`src/rtl/stopwatch_ctrl.sv`:
```
// rtl/stopwatch_ctrl.sv - MM:SS stopwatch mode controller and BCD time counter
// Optional button debounce is enabled by defining STOPWATCH_DEBOUNCE_EN.

module stopwatch_btn #(
    parameter int DEB_SAMPLES = 3
) (
    input  logic clk,
    input  logic rst,
    input  logic tick_fast,
    input  logic din,
    output logic press
);

    logic level;
    logic level_d;

`ifdef STOPWATCH_DEBOUNCE_EN
    logic [3:0] cnt;

    // Level flips only after DEB_SAMPLES consecutive disagreeing samples.
    always_ff @(posedge clk or posedge rst) begin
        if (rst) begin
            level <= 1'b0;
            cnt   <= 4'd0;
        end else if (tick_fast) begin
            if (din != level) begin
                if (cnt == 4'(DEB_SAMPLES - 1)) begin
                    level <= din;
                    cnt   <= 4'd0;
                end else begin
                    cnt <= cnt + 4'd1;
                end
            end else begin
                cnt <= 4'd0;
            end
        end
    end
`else
    logic unused_deb;

    assign level      = din;
    assign unused_deb = tick_fast ^ (DEB_SAMPLES == 0);
`endif

    always_ff @(posedge clk or posedge rst) begin
        if (rst) begin
            level_d <= 1'b0;
        end else begin
            level_d <= level;
        end
    end

    assign press = level & ~level_d;

endmodule

module stopwatch_ctrl #(
    parameter int DEB_SAMPLES = 3
) (
    input  logic       clk,
    input  logic       rst,
    input  logic       tick_1hz,
    input  logic       tick_2hz,
    input  logic       tick_fast,
    input  logic       tick_blink,
    input  logic       btn_pause,
    input  logic       btn_rst,
    input  logic       sw_adj,
    input  logic       sw_sel,
    output logic [3:0] min_tens,
    output logic [3:0] min_ones,
    output logic [3:0] sec_tens,
    output logic [3:0] sec_ones,
    output logic       blank_min,
    output logic       blank_sec,
    output logic       running
);

    typedef enum logic [1:0] {
        ST_PAUSE  = 2'd0,
        ST_RUN    = 2'd1,
        ST_ADJUST = 2'd2
    } state_t;

    state_t     state;
    state_t     state_nx;
    logic       phase;
    logic       phase_nx;
    logic [3:0] sync1;
    logic [3:0] sync2;
    logic       pause_press;
    logic       rst_press;
    logic       adj_s;
    logic       sel_s;
    logic [8:0] sec_step;
    logic [7:0] min_step;
    logic [3:0] min_tens_nx;
    logic [3:0] min_ones_nx;
    logic [3:0] sec_tens_nx;
    logic [3:0] sec_ones_nx;

    // Returns {carry, tens, ones}; out-of-range digits recover to a legal value.
    function automatic logic [8:0] inc59(input logic [3:0] tens, input logic [3:0] ones);
        if (ones >= 4'd9) begin
            if (tens >= 4'd5) begin
                return {1'b1, 4'd0, 4'd0};
            end
            return {1'b0, tens + 4'd1, 4'd0};
        end
        return {1'b0, tens, ones + 4'd1};
    endfunction

    // Bit order: 0 btn_pause, 1 btn_rst, 2 sw_adj, 3 sw_sel.
    always_ff @(posedge clk or posedge rst) begin
        if (rst) begin
            sync1 <= 4'd0;
            sync2 <= 4'd0;
        end else begin
            sync1 <= {sw_sel, sw_adj, btn_rst, btn_pause};
            sync2 <= sync1;
        end
    end

    assign adj_s = sync2[2];
    assign sel_s = sync2[3];

    stopwatch_btn #(.DEB_SAMPLES(DEB_SAMPLES)) u_btn_pause (
        .clk       (clk),
        .rst       (rst),
        .tick_fast (tick_fast),
        .din       (sync2[0]),
        .press     (pause_press)
    );

    stopwatch_btn #(.DEB_SAMPLES(DEB_SAMPLES)) u_btn_rst (
        .clk       (clk),
        .rst       (rst),
        .tick_fast (tick_fast),
        .din       (sync2[1]),
        .press     (rst_press)
    );

    assign sec_step = inc59(sec_tens, sec_ones);
    assign min_step = 8'(inc59(min_tens, min_ones));

    always_comb begin
        state_nx = state;
        case (state)
            ST_PAUSE: begin
                if (adj_s) begin
                    state_nx = ST_ADJUST;
                end else if (pause_press) begin
                    state_nx = ST_RUN;
                end
            end
            ST_RUN: begin
                if (adj_s) begin
                    state_nx = ST_ADJUST;
                end else if (pause_press) begin
                    state_nx = ST_PAUSE;
                end
            end
            ST_ADJUST: begin
                if (!adj_s) begin
                    state_nx = ST_PAUSE;
                end
            end
            default: state_nx = ST_PAUSE;
        endcase
    end

    always_comb begin
        phase_nx = phase;
        if (state != ST_ADJUST && state_nx == ST_ADJUST) begin
            phase_nx = 1'b0;
        end else if (state == ST_ADJUST && tick_blink) begin
            phase_nx = ~phase;
        end
    end

    // Ticks are judged against the current state, so a mode change in the same cycle still counts them.
    always_comb begin
        min_tens_nx = min_tens;
        min_ones_nx = min_ones;
        sec_tens_nx = sec_tens;
        sec_ones_nx = sec_ones;
        if (rst_press) begin
            min_tens_nx = 4'd0;
            min_ones_nx = 4'd0;
            sec_tens_nx = 4'd0;
            sec_ones_nx = 4'd0;
        end else if (state == ST_RUN && tick_1hz) begin
            {sec_tens_nx, sec_ones_nx} = sec_step[7:0];
            if (sec_step[8]) begin
                {min_tens_nx, min_ones_nx} = min_step;
            end
        end else if (state == ST_ADJUST && tick_2hz) begin
            if (sel_s) begin
                {sec_tens_nx, sec_ones_nx} = sec_step[7:0];
            end else begin
                {min_tens_nx, min_ones_nx} = min_step;
            end
        end
    end

    always_ff @(posedge clk or posedge rst) begin
        if (rst) begin
            state     <= ST_PAUSE;
            phase     <= 1'b0;
            min_tens  <= 4'd0;
            min_ones  <= 4'd0;
            sec_tens  <= 4'd0;
            sec_ones  <= 4'd0;
            blank_min <= 1'b0;
            blank_sec <= 1'b0;
            running   <= 1'b0;
        end else begin
            state     <= state_nx;
            phase     <= phase_nx;
            min_tens  <= min_tens_nx;
            min_ones  <= min_ones_nx;
            sec_tens  <= sec_tens_nx;
            sec_ones  <= sec_ones_nx;
            blank_min <= (state_nx == ST_ADJUST) && !sel_s && phase_nx;
            blank_sec <= (state_nx == ST_ADJUST) && sel_s && phase_nx;
            running   <= (state_nx == ST_RUN);
        end
    end

endmodule

```
`config.mk`:
```
export PLATFORM = sky130hd
export DESIGN_NAME = stopwatch_ctrl
export DESIGN_NICKNAME = d
export VERILOG_FILES = /design/src/rtl/stopwatch_ctrl.sv
export SDC_FILE = /design/constraint.sdc
export NUM_CORES = 1
export LEC_CHECK = 0
export CORE_ASPECT_RATIO = 0.8
export CORE_MARGIN = 2
export CORE_UTILIZATION = 49
export CTS_CLUSTER_DIAMETER = 60
export DETAILED_ROUTE_END_ITERATION = 10
export PLACE_DENSITY = 0.75
export REMOVE_ABC_BUFFERS = 1
export SLEW_MARGIN = 20
export SYNTH_ARGS = -nofsm -noshare
export SYNTH_HDL_FRONTEND = slang
export SYNTH_SLANG_ARGS = --single-unit
```
`constraint.sdc`:
```
create_clock -name clk -period 5.9 [get_ports clk]
set_input_delay 1.77 -clock clk [delete_from_list [all_inputs] [get_ports clk]]
set_output_delay 1.77 -clock clk [all_outputs]
set_load 0.1 [all_outputs]
```
[After elaboration in Yosys (flattened, before gate mapping)]
Index checks and enable logic that the tools add are counted.
Operators by class
  $lt $le $gt $ge: 4
  add/subtract/negate cells: 4
  reduce and logical (&&, ||, !) cells: 14
  equal/unequal tests: 7
  multiplexer cells: 40
  bitwise operators: 5
Operators with widths (number)
  4-bit two-way mux: 18
  9-bit two-way mux: 4
  8-bit two-way mux: 4
  4-bit by 1-bit adder with 4-bit output (second input constant): 4
  2-bit two-way mux: 5
  4-bit by 3-bit greater-or-equal comparator with 1-bit output (second input constant): 2
  4-bit greater-or-equal comparator (second input constant): 2
  1-bit logical AND: 8
  1-bit two-way mux: 8
  2-bit one-hot mux with 3 select lines: 1
  3-bit nonzero test: 2
  2-bit by 1-bit equality test with 1-bit output (second input constant): 2
  2-bit equality test (second input constant): 2
  3-bit by 1-bit inequality test with 1-bit output (second input constant): 1
  3-bit inequality test (second input constant): 1
  1-bit NOT: 3
  3-bit AND reduction: 1
  1-bit bitwise AND: 2
  2-bit zero test: 1
  2-bit inequality test (second input constant): 1
  2-bit AND reduction: 1
  1-bit zero test: 1
Storage, ports and cells
  bits of input ports: 10
  output and inout bits: 19
  logic and storage cells: 87
  flip-flop bits (word level): 32

[Depth between registers and ports, before layout]
  depth after elaboration: 10
  mapped depth: 8
  depth with buffers taken out: 7

[Cells and area by module]
From an unflattened synthesis, not the netlist that was laid out.
Unflattened totals
  cell total of the unflattened synthesis: 138
  area total of the unflattened synthesis: 1585.3 µm²
Modules (own cells, without submodules)
  stopwatch_ctrl: area an instance 1500.2 µm², sequential area each 750.7 µm², instances 1, cells each 132
  stopwatch_btn: area an instance 42.5 µm², sequential area each 25.0 µm², instances 2, cells each 3

[Least setup slack after synthesis]
OpenSTA, ideal clock, no wires.
  kind: input to register
  start point: in tick_1hz
  end point: reg min_tens[1]
  setup time: 0.123 ns
  path buffers: 1
  data arrival time: 2.690 ns
  required time: 5.777 ns
  path slack: 3.087 ns
  cell stages on the path: 4
  cells stage by stage: and3b_1 a311o_1 buf_6 a32o_1
On the way
  word-level cells in the longest chain between the ends: 3
  elaborated cells between the ends (all ways): 7
  those cells by class: eq/ne: 2; mux: 2; reduce/logical: 3
RTL lines
  start: declaration: RTL line 62  | input logic tick_1hz,
  1-bit logical AND (*): RTL line 192  | end else if (state == ST_RUN && tick_1hz) begin
  3-bit inequality test (no line), or another cell as far along
  3-bit AND reduction (no line) or 4-bit two-way mux (tied branches)
  end signal: assignment: RTL line 220  | min_tens <= min_tens_nx;
  end: declaration: RTL line 70  | output logic [3:0] min_tens,
Mark *: on every way between the ends. The rest lies on a longest branch, timed or not.
A chain may end at the register's enable or synchronous reset.

[Final worst setup path]
  start point: reg sec_tens[0]
  end point: out sec_tens[0]
RTL lines
  start: declaration: RTL line 72  | output logic [3:0] sec_tens,
  start signal: assignment: RTL line 222  | sec_tens <= sec_tens_nx;
No word-level cell between the ends.

==> flow_metrics.tcl <==
set metrics [dict create \
    synth-seq-cells 32 \
    busiest_layer "met2" \
    grt_use_met1_pct 22.09 \
    ys_seq_area_share_pct 52.63 \
    crit_path_start "sec_tens[0]" \
    start_util_pct 50.41 \
    clockBufferDepth 2 \
    cts.root.buffer_cell "clkbuf_8" \
    grtUsageTotal_pct 17.99 \
    finalSetupViolCount 0 \
    wl_per_cell_um 12.71 \
    die_width_um 66.30 \
    clk_pin_slew_ps 70 \
    ant_nets 0 \
    fillCellCount 240 \
    firstDrtPassIters 4 \
    cts_made_buffers 5 \
    worstSetupStartpointType "flop" \
    io_pins 29 \
    rsz0062_at_grt "false" \
    yosysWarnings 0 \
    grt_pass1_vias 1081 \
    worstSetupEndpointType "output port" \
    final_cell_mix "dfrtp_1 (32), clkdlybuf4s50_1 (27), nor2_1 (15), ha_1 (12), inv_1 (11)" \
    rows 18 \
    timing.final.crit_share_pct 62.44 \
    syn_area_mm2 0.001521 \
    htree_num_levels 2 \
    drc_errors 0 \
    netlist_instances 140 \
    finalPower_mw 0.8103 \
    fin_setup_tns_ps 0 \
    drive_above_1_share_pct 7.471 \
    crit_fanout 7 \
    antenna-diode-count 0 \
    min_period_ps 3684 \
    drt_wl_total_mm 2.719 \
    hold_violations 0 \
    r2r_start "sync2[1]" \
    post_cts_resized 0 \
    cp_slowest_cell "clkdlybuf4s50_1" \
    use_met2_pct 28.67 \
    cts_tree "yes" \
    ys_types 37 \
    path_buf_inv 1 \
    routabilityCongestion 0.7474 \
    cts.sinks 32 \
    ir_worst_vdd_uv 352.4 \
    coreArea_mm2 0.003018 \
    finalClockSkew_ps 1.763 \
    power.density_mw_per_mm2 420.5 \
    postCtsSetupBuffers 0 \
    drv_slew 0 \
    syn_avg_cell_area_um2 10.87 \
    antenna_found_initial 0 \
    clock_latency_ps 280 \
    overflow 0 \
    die_area_mm2 0.003570 \
    critPathRequiredTime_ps 4130 \
    grt_pass1_wl_mm 4.629 \
    final_common_cell "dfrtp_1" \
    slew-limit-headroom_pct 34.59 \
    worst_pin_slew_ps 978.1 \
    critPathMaxStageDelay_ps 1170 \
    maxCapViolations 0 \
    die_h_um 53.84 \
    hp-class "flop to flop" \
    crit_type "flop to output port" \
    hpwl_mm 1.968 \
    area_growth_pct 26.64 \
    port_buffers 27 \
    use_met3_pct 7.113 \
    routed-via-count 1127 \
    viasPerCell 5.266 \
    drt_iter0_markers 76 \
    max_freq_mhz 271.5 \
    layout.nets 195 \
    grt_max_degree 33 \
    cp.arrival_ps 1910 \
    status "finished clean" \
    crit_chain "clkdlybuf4s50_1" \
    ctsHoldBuffers 0 \
    leakagePower_nw 0.8695 \
    worstHoldStart "sync1[1]" \
    cp_top_family "buffers and inverters" \
]
-- path summary, 6_finish.rpt --
path                                             to  slack [ps]  depth (start not counted)
worst min register to register             sync2[1]         350                          0
worst max-delay path                    sec_tens[0]        2220                          1
worst min-delay path                       sync2[1]         350                          0
min in group asynchronous       u_btn_pause.level_d        1860                          3
worst max register to register          min_tens[2]        3750                          4
max in group asynchronous               sec_tens[0]        3760                          3
-- cells in the mapped netlist (all sizes together) --
cell type | n | share of area, %
a311oi | 1 | 0.99
o211ai | 1 | 0.49
a22o | 2 | 1.2
nor3 | 7 | 2.3
mux2i | 1 | 0.66
xnor2 | 2 | 1.2
ha | 12 | 9.9
xor2 | 1 | 0.58
and2 | 1 | 0.58
nand2b | 3 | 1.2
o21ai | 6 | 2.0
and3 | 2 | 0.82
nand4bb | 1 | 0.74
inv | 11 | 2.7
a32o | 2 | 1.3
nor2b | 6 | 2.5
a221o | 1 | 0.66
buf | 1 | 0.74
clkbuf | 1 | 0.25
or3b | 2 | 1.2
a211o | 1 | 0.58
a311o | 1 | 0.66
nand3b | 1 | 0.49
nor2 | 15 | 3.7
nor4b | 1 | 0.58
nand3 | 9 | 3.0
a21o | 2 | 0.99
a21boi | 1 | 0.49
and3b | 1 | 0.58
and4b | 1 | 0.66
a21oi | 7 | 2.3
dfrtp | 32 | 53
a22oi | 1 | 0.49
nand2 | 2 | 0.66
nor4 | 1 | 0.41
-- cells by family (layout without fill, tap and decap cells) --
group / after synthesis / after routing / share of synthesized area (%)
buffers and inverters: 13 / 47 / 3.700
DFF: 32 / 32 / 52.63
and+or+nand+nor: 53 / 53 / 19.33
AOI/OAI and AO/OA: 26 / 26 / 12.09
adders and majority gates: 12 / 12 / 9.868
muxes: 1 / 1 / 0.6579
xor gates and xnor gates: 3 / 3 / 1.727
-- registers in the layout, indices dropped and copies added (netlist names) --
signal and cells:
blank_sec 1, blank_min 1, sync1 4, sec_tens 4, u_btn_rst.level_d 1, sec_ones 4
phase 1, running 1, min_ones 4, u_btn_pause.level_d 1, sync2 4, min_tens 4
state 2
-- metrics by stage --
| stage | setup WS (ps) | cells | instance area [um2] | hold slack (ps) | util (%) |
|---|---|---|---|---|---|
| floorplan | 3026 | 138 | 1506 | 331.2 | - |
| global placement | 2407 | 206 | 1834 | 332.3 | 60.78 |
| detailed placement | 2359 | 206 | 1834 | 334.7 | 60.78 |
| CTS | 2196 | 214 | 1927 | 351.3 | 63.85 |
| global route | 2145 | 214 | 1927 | 356.9 | 63.85 |
| finish | 2216 | 214 | 1927 | 351.3 | 63.85 |
-- layer usage --
layer	part of all wire (%)	routed length (um)
met5	0	0
met4	0.22	6
met3	4.7	128
met2	48	1318
met1	47	1267
-- power breakdown --
group | switching, mW | internal [mW]
Clock | 0.0855 | 0.0834
Sequential | 0.0378 | 0.249
Combinational | 0.256 | 0.0984
Total | 0.379 | 0.431
-- area by class of cell --
cell class	count	area (um2)	area share, %
Sequential cell	32	800.8	41.56
Multi-Input combinational cell	95	664.4	34.48
Timing Repair Buffer	28	277.8	14.42
Clock buffer	5	68.82	3.571
Tap cell	40	50.05	2.597
Inverter	11	41.29	2.143
Clock inverter	3	23.77	1.234
Power figures use the tool's default switching activity.
